### config.mk
export PLATFORM = sky130hd
export DESIGN_NAME = wb_arbiter
export DESIGN_NICKNAME = d
export VERILOG_FILES = /design/src/rtl/wb_arbiter.sv
export SDC_FILE = /design/constraint.sdc
export NUM_CORES = 1
export LEC_CHECK = 0
export BUFFER_PORTS_ARGS = -buffer_cell sky130_fd_sc_hd__buf_2
export CAP_MARGIN = 15
export CORE_UTILIZATION = 35
export CTS_BUF_LIST = sky130_fd_sc_hd__clkbuf_4
export CTS_CLUSTER_SIZE = 10
export DETAILED_ROUTE_END_ITERATION = 7
export PLACE_DENSITY = 0.63
export SYNTH_ARGS = -nofsm -noshare
export SYNTH_HDL_FRONTEND = slang
export SYNTH_SLANG_ARGS = --single-unit
### constraint.sdc
create_clock -name clk -period 4.8 [get_ports clk]
set_clock_uncertainty 0.15 [all_clocks]
set_input_delay 0.48 -clock clk [delete_from_list [all_inputs] [get_ports clk]]
set_output_delay 0.48 -clock clk [all_outputs]
set_load 0.02 [all_outputs]
### src/rtl/wb_arbiter.sv
// Writeback arbiter: ALU results take strict priority over queued long-latency results,
// with WAW squash of stale LL entries. Optional starvation guard under WB_STARVE_GUARD_EN.
module wb_arbiter #(
  parameter int REG_WIDTH    = 64,
  parameter int LL_DEPTH     = 4,
  parameter int STARVE_LIMIT = 8
) (
  input  logic                           clk,
  input  logic                           rst,
  input  logic                           alu_valid,
  input  logic [4:0]                     alu_rd,
  input  logic [REG_WIDTH-1:0]           alu_data,
  input  logic                           ll_valid,
  output logic                           ll_ready,
  input  logic [4:0]                     ll_rd,
  input  logic [REG_WIDTH-1:0]           ll_data,
  output logic                           reg_write,
  output logic [4:0]                     write_addr,
  output logic [REG_WIDTH-1:0]           write_data,
  output logic                           alu_stall,
  output logic [$clog2(LL_DEPTH+1)-1:0]  fifo_count
);

  localparam int PW = $clog2(LL_DEPTH);
  localparam int CW = $clog2(LL_DEPTH+1);

  logic                 r_vld  [LL_DEPTH];
  logic [4:0]           r_rd   [LL_DEPTH];
  logic [REG_WIDTH-1:0] r_data [LL_DEPTH];
  logic [PW-1:0]        r_wr_ptr, r_rd_ptr;
  logic [CW-1:0]        r_count;

  logic w_alu_wr, w_pop, w_push, w_push_vld, w_head_vld;

  assign ll_ready   = (r_count < CW'(LL_DEPTH));
  assign fifo_count = r_count;
  assign w_alu_wr   = alu_valid && (alu_rd != 5'd0);
  assign w_pop      = !alu_valid && (r_count != '0);
  // rd==0 results are accepted (handshake completes) but never stored
  assign w_push     = ll_valid && ll_ready && (ll_rd != 5'd0);
  assign w_push_vld = !(w_alu_wr && (ll_rd == alu_rd));
  assign w_head_vld = r_vld[r_rd_ptr];

  // Control state and registered write port
  always_ff @(posedge clk or posedge rst) begin
    if (rst) begin
      r_wr_ptr   <= '0;
      r_rd_ptr   <= '0;
      r_count    <= '0;
      reg_write  <= 1'b0;
      write_addr <= '0;
      write_data <= '0;
      for (int i = 0; i < LL_DEPTH; i++) r_vld[i] <= 1'b0;
    end else begin
      if (w_push) r_wr_ptr <= r_wr_ptr + PW'(1);
      if (w_pop)  r_rd_ptr <= r_rd_ptr + PW'(1);
      case ({w_push, w_pop})
        2'b10:   r_count <= r_count + CW'(1);
        2'b01:   r_count <= r_count - CW'(1);
        default: r_count <= r_count;
      endcase
      // An ALU write is younger than everything queued, so matching entries go stale
      for (int i = 0; i < LL_DEPTH; i++) begin
        if (w_push && (r_wr_ptr == PW'(i)))
          r_vld[i] <= w_push_vld;
        else if (w_alu_wr && (r_rd[i] == alu_rd))
          r_vld[i] <= 1'b0;
      end
      reg_write <= w_alu_wr || (w_pop && w_head_vld);
      if (w_alu_wr) begin
        write_addr <= alu_rd;
        write_data <= alu_data;
      end else if (w_pop && w_head_vld) begin
        write_addr <= r_rd[r_rd_ptr];
        write_data <= r_data[r_rd_ptr];
      end
    end
  end

  always_ff @(posedge clk) begin
    if (w_push) begin
      r_rd[r_wr_ptr]   <= ll_rd;
      r_data[r_wr_ptr] <= ll_data;
    end
  end

`ifdef WB_STARVE_GUARD_EN
  localparam int SW = $clog2(STARVE_LIMIT+1);

  logic [SW-1:0] r_starve;
  logic [SW-1:0] w_starve_nxt;
  logic          r_alu_stall;

  always_comb begin
    w_starve_nxt = r_starve;
    if (w_pop)
      w_starve_nxt = '0;
    else if ((r_count != '0) && (r_starve != SW'(STARVE_LIMIT)))
      w_starve_nxt = r_starve + SW'(1);
  end

  // Starvation guard: stall holds from the limit until the cycle after a pop
  always_ff @(posedge clk or posedge rst) begin
    if (rst) begin
      r_starve    <= '0;
      r_alu_stall <= 1'b0;
    end else begin
      r_starve    <= w_starve_nxt;
      r_alu_stall <= !w_pop && (w_starve_nxt == SW'(STARVE_LIMIT));
    end
  end

  assign alu_stall = r_alu_stall;
`else
  assign alu_stall = (STARVE_LIMIT > 0) & 1'b0;
`endif

endmodule

Yosys cells after proc, flatten, opt, wreduce, memory -nomap -nowiden --
Memory sizes are Yosys's and may differ from the RTL's. Index checks and enable logic that the tools add are counted.
Operators by class: bitwise operators 1, equality and inequality tests 10, reduce and logical (&&, ||, !) cells 27, mux-type cells 18, add/subtract/negate cells 4, order comparisons 2
Operator list (number):
- $mux 64 | 2
- $eq 5x5->1 | 5
- $logic_and 1x1->1 | 14
- $mux 1 | 12
- $reduce_bool 2->1 | 6
- $mux 5 | 2
- $reduce_bool 5->1 | 2
- $eq 2x2->1 const B | 3
- $pmux 3 s2 | 1
- $add 2x1->2 const B | 2
- $eq 2x1->1 const B | 2
- $add 3x1->3 const B | 1
- $ge 3x3->1 const B | 1
- $lt 3x3->1 const B | 1
- $not 2->3 | 1
- $reduce_bool 3->1 | 1
- $sub 3x1->3 const B | 1
- $bmux 1 s2 | 1
- $logic_not 1->1 | 2
- $logic_not 2->1 | 1
- $logic_or 1x1->1 | 1
Storage, ports and cells: input bits 142, bits in registers 81, memories 2, memory bits (writable) 276, output and inout port bits 75
Memory list:
- r_data | depth 4, width 64, read ports 1, clocked after Yosys merged registers in 0, write ports 1, RTL line 29 | logic [REG_WIDTH-1:0] r_data [LL_DEPTH];
- r_rd | depth 4, width 5, read ports 5, clocked after Yosys merged registers in 0, write ports 1, RTL line 28 | logic [4:0] r_rd [LL_DEPTH];

Longest topological paths before layout --
word-level depth 7, mapped depth 10, gate-level depth less buffers 9

Least setup slack after synthesis --
OpenSTA, ideal clock, no wires.
kind input -> register, from input ll_valid, to memory r_data[0][0], enable pin, stages 5, data required time 4227 ps, arrival 2407 ps, setup slack 1820 ps, cells stage by stage nor2b_1 o21a_1 clkbuf_1 nand2_1 inv_1
Between the ends: longest elaborated chain between the ends 4
Ends and longest elaborated chain:
- start, declared | RTL line 13 | input logic ll_valid,
- $logic_and 1x1->1 (2 in a row) | RTL line 40 | assign w_push = ll_valid && ll_ready && (ll_rd != 5'd0);
- $mux 1 | RTL line 81 | if (w_push) begin
- $mux 1 (not written as such) | RTL line 83 | r_data[r_wr_ptr] <= ll_data;
- end, declared | RTL line 29
Every way passes these cells.

Worst setup path after layout --
from register r_rd_ptr[1], to register write_data[17]
Between the ends: longest elaborated chain between the ends 6, elaborated cells between the ends (all ways) 9
Ends and longest elaborated chain:
- start, declared | RTL line 30 | logic [PW-1:0] r_wr_ptr, r_rd_ptr;
- start signal, assigned | RTL line 56 | if (w_pop) r_rd_ptr <= r_rd_ptr + PW'(1);
- $not 2->3 (not written as such) | RTL line 42 | assign w_head_vld = r_vld[r_rd_ptr];
- $bmux 1 s2 | RTL line 42
- $mux 1 (not written as such) (2 in a row) | RTL line 42
- $logic_and 1x1->1 | RTL line 73 | end else if (w_pop && w_head_vld) begin
- $reduce_bool 2->1 (no line)
- end signal, assigned | RTL line 72 | write_data <= alu_data;
- end signal, assigned | RTL line 75 | write_data <= r_data[r_rd_ptr];
- end, declared | RTL line 19 | output logic [REG_WIDTH-1:0] write_data,
Several ways; a longest one is shown, not always the timed one. The select of a mux whose other input is x is not followed. A chain may end at the register's enable or synchronous reset.

==> results.py <==
metrics = {
    "worst_setup_path": {
        "critPathRequiredTime_ps": 5180,
        "element_type_at_the_critical_path_start": "register",
        "worstSetupEndpointType": "register",
        "cp_data_arrival_time_ps": 3260,
        "timing.critical_path.fanout_max": 67,
        "path_class": "register to register",
    },
    "power_and_ir_drop": {
        "post-layout-total-power_w": 0.0102,
        "netSwitchingFraction_pct": 32.5,
        "power.static_leakage_nw": 6.93,
        "power.share.clock_pct": 27.0,
        "power-per-cell-area_nw_per_um2": 550,
        "power_frac_seq_pct": 43.0,
        "intPower_w": 0.00689,
        "worst_case_vdd_ir_drop_uv": 266,
        "power.net_switching_w": 0.00332,
        "power.share.combinational_pct": 30.0,
    },
    "global_routing": {
        "global_route.overflow_total": 0,
        "first_pass_grt_wire_length_um": 53200,
        "grt_start_max_net_pins": 71,
        "grt_pass1_vias": 9777,
        "grt_antenna_before_repair": 3,
        "grt.total_usage_pct": 17.0,
    },
    "cts": {
        "cts.sink_count": 357,
        "clock_tree.root_cell": "sky130_fd_sc_hd__clkbuf_4",
        "path_clk_slew_ps": 70,
        "cts_repair_resize_count": 0,
        "cts-root-to-sink-buffers": 3,
        "cts-buffers-inserted": 93,
        "tritoncts": "built",
        "cts_post_setup_buffers_inserted": 0,
        "clock_insertion_delay_worst_skew_ps": 740,
        "cts.htree.levels": 3,
    },
    "synth": {
        "synth-seq-area-share_pct": 72.4,
        "postSynthRegisterBits": 357,
        "syn-instance-count": 844,
        "count_of_yosys_warnings_during_synthesis": 0,
        "synth.avg_cell_area_sq_um": 16.9,
        "mappedNetlistNets": 992,
        "synth_area_sq_um": 14200,
        "synth_cell_types": 32,
    },
    "timing": {
        "setup_violations": 0,
        "finalWorstPathRequiredPeriod_ps": 2880,
        "max_clock_freq_ghz": 0.347,
        "worst_max_slew_pin_slew_ps": 1100,
        "timing.max_slew.rel_slack_pct": 26.9,
        "hold_viol": 0,
        "setup_total_negative_slack_ps": 0,
        "finalHoldWorstSlack_ps": 188,
        "timing.final.crit_share_pct": 60.0,
        "slew_viol_final": 0,
        "setup_repair_after_global_routing_missed_its_margin": "no",
    },
    "floorplan": {
        "row_count": 73,
        "floorplan_die_width_um": 204,
        "die_area_sq_um": 41500,
        "core-area_sq_um": 39900,
        "ios": 217,
        "die-height_um": 204,
        "initial_core_util_pct": 35.7,
    },
    "hold_path": {
        "holdCritPathClass": "primary input to async pin",
    },
    "detailed_routing": {
        "via_per_inst": 4.84,
        "drt_pre_antenna_iters": 7,
        "ant_nets": 0,
        "drc": 0,
        "routed_wire_length_per_instance_um": 18.5,
        "drt_first_iter_violations": 424,
        "routed_wl_um": 34400,
        "via_count": 8998,
    },
    "placed_design": {
        "detailed_placement_wirelength_estimate_um": 19900,
        "place_inst": 1537,
        "detailed_place.area_sq_um": 15800,
        "gp_weighted_congestion": 0.754,
        "io_buffer_count": 215,
    },
    "final_layout": {
        "sequential_cell_area_sq_um": 10300,
        "drive_gt1_share_pct": 36.5,
        "n_fill_cell": 3513,
        "multi_input_comb_area_sq_um": 3630,
        "post_layout_nonfiller_instances": 1858,
        "layout.nets": 1399,
        "syn2layout_area_growth_pct": 30.5,
        "final_cell_area_sq_um": 18600,
    },
    "outcome": {
        "run_status": "finished clean",
    },
    "run": {
        "cap_violations": 0,
    },
}
[stage by stage]
step / util [%] / setup WS [ps]
after CTS: 46.6 / 1840
after detailed placement: 39.7 / 1780
final: 46.6 / 1920
after global placement: 39.7 / 1860
after floorplan: - / 1820
after global routing: 46.6 / 1740
[layer usage]
layer / GRT usage [%] / vias up / share of wire [%]
li1: - / 4123 / -
met2: 28.6 / 282 / 50
met5: 0 / - / 0.035
met3: 3.91 / 53 / 5.2
met4: 8.32 / 2 / 2.5
met1: 20.6 / 4538 / 42
[flip-flops by register name, summed over array words and instances, names as in the netlist, 2 cells and up]
register,count
fifo_count,3
r_data,256
r_rd,20
r_rd_ptr,2
r_vld,4
r_wr_ptr,2
write_addr,5
write_data,64
[cells in the mapped netlist]
cell / instances / area (sq um)
sky130_fd_sc_hd__conb_1: 1 / 3.75
sky130_fd_sc_hd__clkbuf_1: 41 / 154
sky130_fd_sc_hd__or4_4: 1 / 11.3
sky130_fd_sc_hd__a31oi_1: 56 / 350
sky130_fd_sc_hd__nor4_1: 1 / 6.26
sky130_fd_sc_hd__o21ai_0: 4 / 20.0
sky130_fd_sc_hd__nand2_1: 141 / 529
sky130_fd_sc_hd__inv_1: 12 / 45.0
sky130_fd_sc_hd__fa_1: 1 / 20.0
sky130_fd_sc_hd__or2_1: 1 / 6.26
sky130_fd_sc_hd__xor2_1: 12 / 105
sky130_fd_sc_hd__a31oi_4: 10 / 213
sky130_fd_sc_hd__mux2i_1: 8 / 80.1
sky130_fd_sc_hd__buf_2: 6 / 30.0
sky130_fd_sc_hd__ha_1: 5 / 62.6
sky130_fd_sc_hd__buf_1: 8 / 30.0
sky130_fd_sc_hd__o21ai_1: 1 / 5.00
sky130_fd_sc_hd__buf_12: 1 / 20.0
sky130_fd_sc_hd__nand3_1: 5 / 25.0
sky130_fd_sc_hd__nor2_1: 2 / 7.51
sky130_fd_sc_hd__mux4_2: 70 / 1580
sky130_fd_sc_hd__buf_6: 4 / 45.0
sky130_fd_sc_hd__o21a_1: 2 / 15.0
sky130_fd_sc_hd__o41ai_1: 4 / 35.0
sky130_fd_sc_hd__buf_4: 1 / 7.51
sky130_fd_sc_hd__dfrtp_1: 81 / 2030
sky130_fd_sc_hd__edfxtp_1: 276 / 8290
sky130_fd_sc_hd__nor3_1: 67 / 335
sky130_fd_sc_hd__nor2b_1: 1 / 6.26
sky130_fd_sc_hd__or4_1: 1 / 7.51
sky130_fd_sc_hd__nor3b_2: 1 / 12.5
sky130_fd_sc_hd__xnor2_1: 19 / 166
[layout by cell type (no fill, tap or decap), types with 2 or more instances in the layout]
cell | Yosys | final
sky130_fd_sc_hd__nand3_1 | 5 | 5
sky130_fd_sc_hd__buf_4 | 1 | 14
sky130_fd_sc_hd__nor3_1 | 67 | 67
sky130_fd_sc_hd__dlygate4sd3_1 | 0 | 144
sky130_fd_sc_hd__mux4_2 | 70 | 70
sky130_fd_sc_hd__o41ai_1 | 4 | 4
sky130_fd_sc_hd__dfrtp_4 | 0 | 2
sky130_fd_sc_hd__edfxtp_1 | 276 | 276
sky130_fd_sc_hd__nand2_1 | 141 | 141
sky130_fd_sc_hd__inv_1 | 12 | 7
sky130_fd_sc_hd__dfrtp_1 | 81 | 79
sky130_fd_sc_hd__o21ai_0 | 4 | 4
sky130_fd_sc_hd__buf_2 | 6 | 215
sky130_fd_sc_hd__diode_2 | 0 | 2
sky130_fd_sc_hd__clkinvlp_4 | 0 | 2
sky130_fd_sc_hd__clkinv_1 | 0 | 10
sky130_fd_sc_hd__clkbuf_4 | 0 | 161
sky130_fd_sc_hd__a31oi_4 | 10 | 10
sky130_fd_sc_hd__xnor2_1 | 19 | 19
sky130_fd_sc_hd__a31oi_1 | 56 | 56
sky130_fd_sc_hd__nor2_1 | 2 | 2
sky130_fd_sc_hd__ha_1 | 5 | 5
sky130_fd_sc_hd__xor2_1 | 12 | 12
sky130_fd_sc_hd__clkinv_2 | 0 | 4
sky130_fd_sc_hd__mux2i_1 | 8 | 8
[area by class of cell]
cell class                 count  share of cell area [%]
antenna                        2                  0.0269
clock buffer                 161                    6.50
clock inverter                14                   0.491
inverter                      12                   0.283
multi-input combinational    414                    19.5
sequential                   357                    55.5
tap                          525                    3.53
timing repair buffer         373                    14.1
[what timing repair did]
action                     CTS  global route
hold buffers               144             0
hold endpoints to repair   384             0
setup endpoints to repair    0             0
[cell families (layout without fill, tap and decap cells)]
logic type	count (synthesis)	count (layout)	synth area share (%)
buffers and inverters	73	560	2.33
multiplexers	78	78	11.6
AND/OR/NAND/NOR	221	221	6.65
flip-flops	357	357	72.4
other	1	3	0.0263
adder cells (fa/ha/maj)	6	6	0.580
AO/OA/AOI/OAI	77	77	4.48
XOR/XNOR	31	31	1.91
[path summary, 6_finish.rpt]
check                      slack (ps)              to  cells past startpoint     startpoint
max                              1920  write_data[17]                      4    r_rd_ptr[1]
min                               190  write_data[13]                      3            rst
max reg2reg                      1920  write_data[17]                      4    r_rd_ptr[1]
min reg2reg                       370   fifo_count[0]                      1  fifo_count[0]
max in group asynchronous        3220  write_data[56]                      4            rst
min in group clk                  220     r_rd_ptr[0]                      3      alu_valid
[power groups by stage]
stage	combinational, W	sequential [W]	clock [W]
after floorplan	0.00181	0.00469	0
after global placement	0.00299	0.00444	0
after detailed placement	0.00302	0.00447	0
after CTS	0.00312	0.00441	0.00287
after global routing	0.00333	0.00448	0.00302
final	0.00306	0.00440	0.00276
[worst max-delay path: stages, from the launching register on]
cell and delay, ps:
sky130_fd_sc_hd__dfrtp_4 800, sky130_fd_sc_hd__mux4_2 310, sky130_fd_sc_hd__nor3b_4 260, sky130_fd_sc_hd__or2_4 890, sky130_fd_sc_hd__a31oi_1 220
(Power assumes the default switching activity.)
